==> config.mk <==
export PLATFORM = sky130hd
export DESIGN_NAME = frame_buffer_write_ctrl
export DESIGN_NICKNAME = d
export VERILOG_FILES = /design/src/rtl/frame_buffer_write_ctrl.sv
export SDC_FILE = /design/constraint.sdc
export NUM_CORES = 1
export LEC_CHECK = 0
export ABC_AREA = 1
export CORE_ASPECT_RATIO = 1.5
export CORE_MARGIN = 5
export CORE_UTILIZATION = 30
export CTS_CLUSTER_DIAMETER = 40
export CTS_CLUSTER_SIZE = 30
export DETAILED_ROUTE_END_ITERATION = 16
export DONT_BUFFER_PORTS = 1
export PLACE_DENSITY = 0.55
export SYNTH_ARGS = -nofsm -noshare
export SYNTH_HDL_FRONTEND = slang
export SYNTH_SLANG_ARGS = --single-unit
export TNS_END_PERCENT = 50
==> constraint.sdc <==
create_clock -name clk_i -period 2.8 [get_ports clk_i]
set_input_delay 0.42 -clock clk_i [delete_from_list [all_inputs] [get_ports clk_i]]
set_output_delay 0.42 -clock clk_i [all_outputs]
set_load 0.01 [all_outputs]
==> src/rtl/frame_buffer_write_ctrl.sv <==
// Moves captured pixels from the capture FIFO into one half of a ping-pong frame memory
// and hands completed frames to the display by swapping buffer ownership.
module frame_buffer_write_ctrl #(
    parameter int DATA_WIDTH = 16,
    parameter int H_ACTIVE   = 640,
    parameter int V_ACTIVE   = 480,
    parameter int ADDR_WIDTH = 20
) (
    input  logic                  clk_i,
    input  logic                  rst_i,
    input  logic                  frame_start_i,
    input  logic                  fifo_empty_i,
    input  logic [DATA_WIDTH-1:0] fifo_data_i,
    output logic                  fifo_rd_o,
    output logic                  mem_we_o,
    input  logic                  mem_ready_i,
    output logic [ADDR_WIDTH-1:0] mem_addr_o,
    output logic [DATA_WIDTH-1:0] mem_data_o,
    input  logic                  disp_frame_done_i,
    output logic                  disp_buf_o,
    output logic                  wr_buf_o,
    output logic                  frame_done_o,
    output logic [7:0]            frame_drop_cnt_o,
    output logic                  short_frame_o
);

    localparam int                    FRAME_PIX  = H_ACTIVE * V_ACTIVE;
    localparam logic [ADDR_WIDTH-1:0] FRAME_BASE = ADDR_WIDTH'(FRAME_PIX);
    localparam logic [ADDR_WIDTH-1:0] LAST_PIX   = ADDR_WIDTH'(FRAME_PIX - 1);

    typedef enum logic [1:0] {
        IDLE  = 2'd0,
        WRITE = 2'd1,
        DONE  = 2'd2
    } state_t;

    state_t                state;
    logic [ADDR_WIDTH-1:0] pix_cnt;
    logic                  ready;
    logic                  pend_start;
    logic                  accept;
    logic                  swap;
    logic                  start;
    logic                  new_wr;

    function automatic logic [ADDR_WIDTH-1:0] buf_base(input logic b);
        return b ? FRAME_BASE : '0;
    endfunction

    function automatic logic [7:0] sat_inc(input logic [7:0] c);
        return (c == 8'hFF) ? c : c + 8'd1;
    endfunction

    assign wr_buf_o   = ~disp_buf_o;
    assign mem_data_o = fifo_data_i;

    // Reset gates the IDLE drain so nothing is popped while the block is held in reset.
    always_comb begin
        mem_we_o  = 1'b0;
        fifo_rd_o = 1'b0;
        if (!rst_i) begin
            case (state)
                IDLE:    fifo_rd_o = !fifo_empty_i;
                WRITE: begin
                    mem_we_o  = !fifo_empty_i;
                    fifo_rd_o = !fifo_empty_i && mem_ready_i;
                end
                default: ;
            endcase
        end
        accept = mem_we_o && mem_ready_i;
        swap   = (state == IDLE) && disp_frame_done_i && ready;
        start  = frame_start_i || pend_start;
        new_wr = swap ? disp_buf_o : ~disp_buf_o;
    end

    always_ff @(posedge clk_i or posedge rst_i) begin
        if (rst_i) begin
            state            <= IDLE;
            pix_cnt          <= '0;
            mem_addr_o       <= '0;
            ready            <= 1'b0;
            pend_start       <= 1'b0;
            disp_buf_o       <= 1'b0;
            frame_done_o     <= 1'b0;
            frame_drop_cnt_o <= 8'd0;
            short_frame_o    <= 1'b0;
        end else begin
            frame_done_o <= 1'b0;
            case (state)
                IDLE: begin
                    if (swap) begin
                        disp_buf_o <= ~disp_buf_o;
                        ready      <= 1'b0;
                    end
                    if (start) begin
                        pend_start <= 1'b0;
                        pix_cnt    <= '0;
                        mem_addr_o <= buf_base(new_wr);
                        state      <= WRITE;
                        // A finished frame the display never claimed is overwritten.
                        if (ready && !swap) begin
                            ready            <= 1'b0;
                            frame_drop_cnt_o <= sat_inc(frame_drop_cnt_o);
                        end
                    end
                end
                WRITE: begin
                    if (frame_start_i) begin
                        pix_cnt          <= '0;
                        mem_addr_o       <= buf_base(wr_buf_o);
                        short_frame_o    <= 1'b1;
                        frame_drop_cnt_o <= sat_inc(frame_drop_cnt_o);
                    end else if (accept) begin
                        if (pix_cnt == LAST_PIX) begin
                            state        <= DONE;
                            frame_done_o <= 1'b1;
                        end else begin
                            pix_cnt    <= pix_cnt + ADDR_WIDTH'(1);
                            mem_addr_o <= mem_addr_o + ADDR_WIDTH'(1);
                        end
                    end
                end
                DONE: begin
                    ready <= 1'b1;
                    state <= IDLE;
                    if (frame_start_i) pend_start <= 1'b1;
                end
                default: state <= IDLE;
            endcase
        end
    end

endmodule

==> results of run 1 <==
## synthesized netlist by cell type
cell | number | area (µm²)
nand2_1 | 142 | 533
nand2_4 | 2 | 22.5
o21bai_1 | 2 | 15.0
buf_4 | 17 | 128
nor3_4 | 2 | 32.5
buf_2 | 5 | 25.0
o21ai_0 | 7 | 35.0
inv_2 | 2 | 7.51
or2_2 | 2 | 12.5
a21oi_1 | 5 | 25.0
dfrtp_1 | 55 | 1380
o21ai_2 | 10 | 87.6
xnor2_1 | 4 | 35.0
nand3_2 | 4 | 40.0
nor3_1 | 11 | 55.1
nor2_2 | 3 | 18.8
buf_8 | 1 | 15.0
nor3b_1 | 1 | 7.51
nand4_1 | 14 | 87.6
nor2_1 | 80 | 300
and2_1 | 1 | 6.26
o211a_1 | 1 | 10.0
ha_1 | 3 | 37.5
nand3_4 | 1 | 17.5
nand3_1 | 79 | 395
clkbuf_1 | 4 | 15.0
mux2_2 | 3 | 33.8
xor2_1 | 18 | 158
buf_6 | 5 | 56.3
inv_1 | 43 | 161
## power groups by stage
stage | Clock [mW] | Combinational (mW) | Sequential [mW]
floorplan | 0 | 0.215 | 0.960
global placement | 0 | 0.218 | 0.984
detailed placement | 0 | 0.227 | 0.987
CTS | 0.651 | 0.226 | 0.973
global route | 0.679 | 0.250 | 0.983
finish | 0.628 | 0.221 | 0.971
## placed cells by master, fill, tap and decap left out
cell,netlist,routed
clkbuf_1,4,1
nand3_1,79,79
o21ai_0,7,7
nor3_4,2,2
inv_1,43,42
nand2_1,142,142
nor2_1,80,80
nand3_4,1,1
inv_2,2,3
nor2_2,3,3
nand2_4,2,2
and2_1,1,1
clkinvlp_4,0,1
o21ai_2,10,10
nor3b_1,1,1
o21bai_1,2,2
xor2_1,18,18
o211a_1,1,1
clkinv_2,0,1
nand3_2,4,4
ha_1,3,3
mux2_2,3,3
or2_2,2,2
clkbuf_16,0,5
buf_4,17,4
nor3_1,11,11
a21oi_1,5,5
xnor2_1,4,4
nand4_1,14,14
dfrtp_1,55,55
## registers in the layout (all words and copies together) (netlist names)
name / flops
disp_buf_o: 1
frame_done_o: 1
frame_drop_cnt_o: 8
mem_addr_o: 20
pend_start: 1
pix_cnt: 20
ready: 1
short_frame_o: 1
state: 2
## per-layer routing
metal	share of wire [%]	GRT usage, %	up-vias
li1	-	-	1635
met1	38	14.6	1541
met2	51	24.8	81
met3	6.3	3.23	18
met4	4.4	7.92	0
met5	0	0	-
## cell type report
type                            count  area share [%]
Clock buffer                        6            3.32
Inverter                           45            4.36
Timing Repair Buffer                4           0.774
Clock inverter                      2           0.323
Multi-Input combinational cell    395            50.7
Sequential cell                    55            35.5
Tap cell                          156            5.03
## through the flow
stage | instance area, µm² | power (mW)
2_1_floorplan | 3750 | 1.17
3_3_place_gp | 3740 | 1.20
3_5_place_dp | 3740 | 1.21
4_1_cts | 3880 | 1.85
5_1_grt | 3880 | 1.91
6_report | 3880 | 1.82
## tightest hold or removal path, cell delays in order
cell	delay [ns]
nor2_1	0.04
nand3_2	0.04
nand2_1	0.04
## path summary, 6_finish.rpt
| kind | from | to | slack, ns | cells past startpoint |
|---|---|---|---|---|
| max in group asynchronous | rst_i | pend_start | 2.00 | 2 |
| setup reg to reg | pix_cnt[0] | mem_addr_o[10] | 0.46 | 8 |
| min in group asynchronous | rst_i | mem_addr_o[17] | 0.32 | 2 |
| hold reg to reg | short_frame_o | short_frame_o | 0.54 | 2 |
| hold / removal | frame_start_i | pix_cnt[13] | 0.28 | 3 |
| setup / recovery | pix_cnt[0] | mem_addr_o[10] | 0.46 | 8 |
## cell families after synthesis
logic type / synth area share (%)
compound gates: 4.60
fa+ha+maj: 1.00
mux: 0.901
buf+inv: 10.9
flops: 36.7
xor+xnor: 5.14
simple gates: 40.8
==> reports/results.txt, run 1 <==
Status: completed
Row count: 50
CP Launch Type: flip-flop
Synth-to-Final Area Change: 3.40%
Nets@finish: 531
Power share of the clock group: 34.5%
Clk sink count: 55
Critical path fanouts, max: 45
Area taken by flip-flops and latches: 1380 µm²
Total GRT Usage: 13.9%
Initial antenna violation count: 0
Largest net degree at the start of global routing: 56
Worst path cell trace: ha_1 -> nand3_2 -> nor3_4 -> nand3_4 -> nand2_4 -> nand2_4 -> nand3_1 -> o21ai_2
Synth Register Bits: 55
Worst Setup Path Type: flip-flop to flip-flop
Worst hold path type: input pin to flip-flop
Most frequent CP cell: nand2_4
Number of buffers and inverters on the critical path: 0
Worst EP arrival: 2.51 ns
Vias: 3275
Buffer count from post-CTS setup fixing: 0
Setup TNS Final: 0 ns
Hold Buf Count CTS: 0
Clk buf depth: 2
Power density over the cells: 469 nW/µm²
WL/cell: 15.0 µm
Util after Layout: 31.3%
Non-Filler Instances: 663
Cell with the largest stage delay on the worst path: dfrtp_1
Seq/Total Area, Yosys: 36.7%
Num CTS Buffers: 5
Ratio of cells with drive above 1 in the final layout: 8.09%
Die footprint: 14900 µm²
Post-Syn Area: 3750 µm²
Number of diodes: 0
Vias in the first global route: 3301
Fin. Hold Viols: 0
Logic pwr share: 12.2%
Post-synthesis cell count: 527
DRT Pass-1 Iters: 5
Sw Ratio: 30.5%
Worst-path clk slew: 0.08 ns
Fmax: 427 MHz
CTS tree: built
Global route overflow: 0
Final Cycle Share: 83.7%
Port Buf Inserts: 0
Worst Max-Slew Pin Slew: 0.735 ns
Die X: 101 µm
H-Tree Depth: 2
Critical Path RT: 2.97 ns
YS warnings: 0
Internal power: 1.26 mW
Global-route wire length before repair: 16500 µm
CP top delay family: simple AND/OR/NAND/NOR gates
First-iteration detailed-routing DRC count: 241
PostCTS Resize Cnt: 0
Max incr delay on CP: 0.39 ns
Dpl hpwl: 7270 µm
Post-Syn Area per Cell: 7.12 µm²
Slew Viols, Final: 0
Detail Route Antenna Nets: 0
Clock Skews: 0.00994 ns
# IOs: 72
Number of fill cells in the layout: 1392
CP Capture Type: flip-flop
Leakage power total: 1.74 nW
Latest clock arrival within the worst-skew pair: 0.30 ns
Reg power frac: 53.3%
Synthesized net count: 552
Core ar.: 12400 µm²
Setup WS pre-CTS: 0.441 ns
Multi-input logic area: 1970 µm²
Max cap viols: 0
Root buf cell: clkbuf_16
Hold Slack: 0.276 ns
Cell total after placement: 655
Vias per Instance: 4.94
Netlist cell types: 30
Drc violations: 0
Initial core utilization: 30.3%
Fin worst setup slack: 0.456 ns
Routed wire length: 9970 µm
Die Span Y: 147 µm
Gpl congestion: 0.836
Unrepaired setup endpoints after global routing: false
Psw: 555 µW
Worst slew margin: 51.0%
Worst vdd ir: 0.000421 V
Endpoints failing setup: 0
Fin crit period: 2.34 ns
(Power assumes the default switching activity.)
==> inputs of run 2 (changes only) <==
clock period = 2.16 ns   (was 2.8 ns; I/O delays follow)
==> reports/results.txt, run 2 (synthesis results as in run 1) <==
Nets@finish: 536 (was 531)
Largest net degree at the start of global routing: 56 (unchanged)
Latest clock arrival within the worst-skew pair: 0.30 ns (about the same)
Worst vdd ir: 0.000464 V (was 0.000421 V)
Fmax: 520 MHz (was 427 MHz)
Leakage power total: 1.79 nW (was 1.74 nW)
Unrepaired setup endpoints after global routing: false (unchanged)
Status: completed (unchanged)
Worst slew margin: 51.0% (about the same)
Max incr delay on CP: 0.50 ns (was 0.39 ns)
Worst-path clk slew: 0.08 ns (about the same)
M3 GR Usage: 2.95% (was 3.23%)
Buffer count from post-CTS setup fixing: 0 (unchanged)
H-Tree Depth: 2 (unchanged)
Total GRT Usage: 14.1% (was 13.9%)
Worst EP arrival: 2.12 ns (was 2.51 ns)
Endpoints failing setup: 0 (unchanged)
Critical path fanouts, max: 5 (was 45)
Global route overflow: 0 (unchanged)
Global-route wire length before repair: 16900 µm (was 16500 µm)
Num CTS Buffers: 5 (unchanged)
Hold Slack: 0.136 ns (was 0.276 ns)
Flop-to-flop setup slack: 0.24 ns (was 0.46 ns)
Largest regs: mem_addr_o x20, pix_cnt x20, frame_drop_cnt_o x8 (unchanged)
Met1 Usage GRT: 14.7% (was 14.6%)
Most frequent standard cell in the layout excluding fill and tap cells: nand2_1 (unchanged)
Worst Setup Path Type: flip-flop to flip-flop (unchanged)
Worst path cell trace: ha_1 -> nand2_1 -> nor2_1 -> nand2_1 -> o21ai_0 -> a21oi_1 -> nor2_1 -> nor2_1 (was ha_1 -> nand3_2 -> nor3_4 -> nand3_4 -> nand2_4 -> nand2_4 -> nand3_1 -> o21ai_2)
# IOs: 72 (unchanged)
Detail Route Antenna Nets: 0 (unchanged)
Ratio of cells with drive above 1 in the final layout: 9.18% (was 8.09%)
Critical Path RT: 2.35 ns (was 2.97 ns)
First-iteration detailed-routing DRC count: 231 (was 241)
PostCTS Resize Cnt: 0 (unchanged)
DRT Pass-1 Iters: 4 (was 5)
FF-to-FF End: mem_addr_o[18] (was mem_addr_o[10])
Gpl congestion: 0.913 (was 0.836)
Worst hold path type: input pin to asynchronous set/reset pin (was input pin to flip-flop)
Die footprint: 14900 µm² (unchanged)
Slew Viols, Final: 0 (unchanged)
Initial antenna violation count: 0 (unchanged)
Vias in the first global route: 3367 (was 3301)
Die Span Y: 147 µm (unchanged)
Row count: 50 (unchanged)
Routed wire length: 10100 µm (was 9970 µm)
Routing usage on met2: 26.3% (was 24.8%)
Port Buf Inserts: 0 (unchanged)
Most frequent CP cell: nor2_1 (was nand2_4)
Fin. Hold Viols: 0 (unchanged)
Root buf cell: clkbuf_16 (unchanged)
Max cap viols: 0 (unchanged)
Clk buf depth: 2 (unchanged)
CTS tree: built (unchanged)
Power density over the cells: 635 nW/µm² (was 469 nW/µm²)
Number of diodes: 0 (unchanged)
Vias per Instance: 4.97 (was 4.94)
Worst Max-Slew Pin Slew: 0.735 ns (about the same)
CP Launch Type: flip-flop (unchanged)
Final Cycle Share: 89.0% (was 83.7%)
CP Capture Type: flip-flop (unchanged)
Vias: 3323 (was 3275)
Dpl hpwl: 7370 µm (was 7270 µm)
Synth-to-Final Area Change: 5.91% (was 3.40%)
Die X: 101 µm (unchanged)
Reg2Reg Depth: 8 (unchanged)
Clock Skews: 0.00873 ns (was 0.00994 ns)
WL/cell: 15.1 µm (was 15.0 µm)
Hold Buf Count CTS: 0 (unchanged)
Worst r2r src: mem_addr_o[1] (was pix_cnt[0])
Fin crit period: 1.92 ns (was 2.34 ns)
Clk sink count: 55 (unchanged)
Setup TNS Final: 0 ns (unchanged)
Initial core utilization: 30.3% (unchanged)
Most frequent cells in the layout: nand2_1 (142), nor2_1 (80), nand3_1 (79) (unchanged)
Drc violations: 0 (unchanged)
Grt peak-use layer: met2 (unchanged)
Number of fill cells in the layout: 1350 (was 1392)
Cell with the largest stage delay on the worst path: dfrtp_1 (unchanged)
Core ar.: 12400 µm² (unchanged)
-- run 2: worst max path at each step --
stage                   from             end  slack (ns)  depth (start not counted)
2_1_floorplan          rst_i   mem_addr_o[0]        0.04                          8
3_3_place_gp      pix_cnt[0]  mem_addr_o[10]        0.20                          8
3_5_place_dp      pix_cnt[0]  mem_addr_o[10]        0.13                          8
4_1_cts           pix_cnt[0]  mem_addr_o[10]        0.11                          8
5_1_grt        mem_addr_o[1]  mem_addr_o[18]        0.04                          8
6_report       mem_addr_o[1]  mem_addr_o[18]        0.24                          8
-- run 2: area by class of cell --
class / instances / area [µm²] / share of cell area [%]
flip-flops and latches: 55 / 1380 / 34.7
repair buffers: 9 / 80.1 / 2.02
well taps: 156 / 195 / 4.91
clock inverters: 3 / 47.5 / 1.20
inverters: 45 / 173 / 4.35
multi-input cells: 395 / 1970 / 49.7
clock buffers: 5 / 125 / 3.15
-- run 2: worst max-delay path: cells and delay by family (launching register included) --
| family | cells | cell delay, ns |
|---|---|---|
| fa+ha+maj | 1 | 0.30 |
| compound gates | 2 | 0.26 |
| flops | 1 | 0.50 |
| simple gates | 5 | 0.75 |
-- run 2: metal layers --
metal	vias to the layer above	wire, µm
met2	79	5490
met1	1578	3740
met5	-	0
met4	0	308
met3	20	561
li1	1646	-
-- run 2: per-stage QoR --
step | cells | setup slack [ns] | instance area, µm² | util (%) | power (mW)
finish | 668 | 0.237 | 3970 | 32.1 | 2.52
global placement | 660 | 0.200 | 3790 | 30.6 | 1.57
detailed placement | 660 | 0.131 | 3790 | 30.6 | 1.58
CTS | 668 | 0.114 | 3960 | 32.0 | 2.56
floorplan | 527 | 0.0428 | 3750 | - | 1.52
global route | 668 | 0.0438 | 3970 | 32.1 | 2.65
-- run 2: report_power, final --
group / switching (mW) / leakage, nW / internal (mW)
clock: 0.412 / 0.0844 / 0.555
combinational: 0.198 / 0.972 / 0.107
sequential: 0.143 / 0.730 / 1.11
total: 0.752 / 1.79 / 1.77
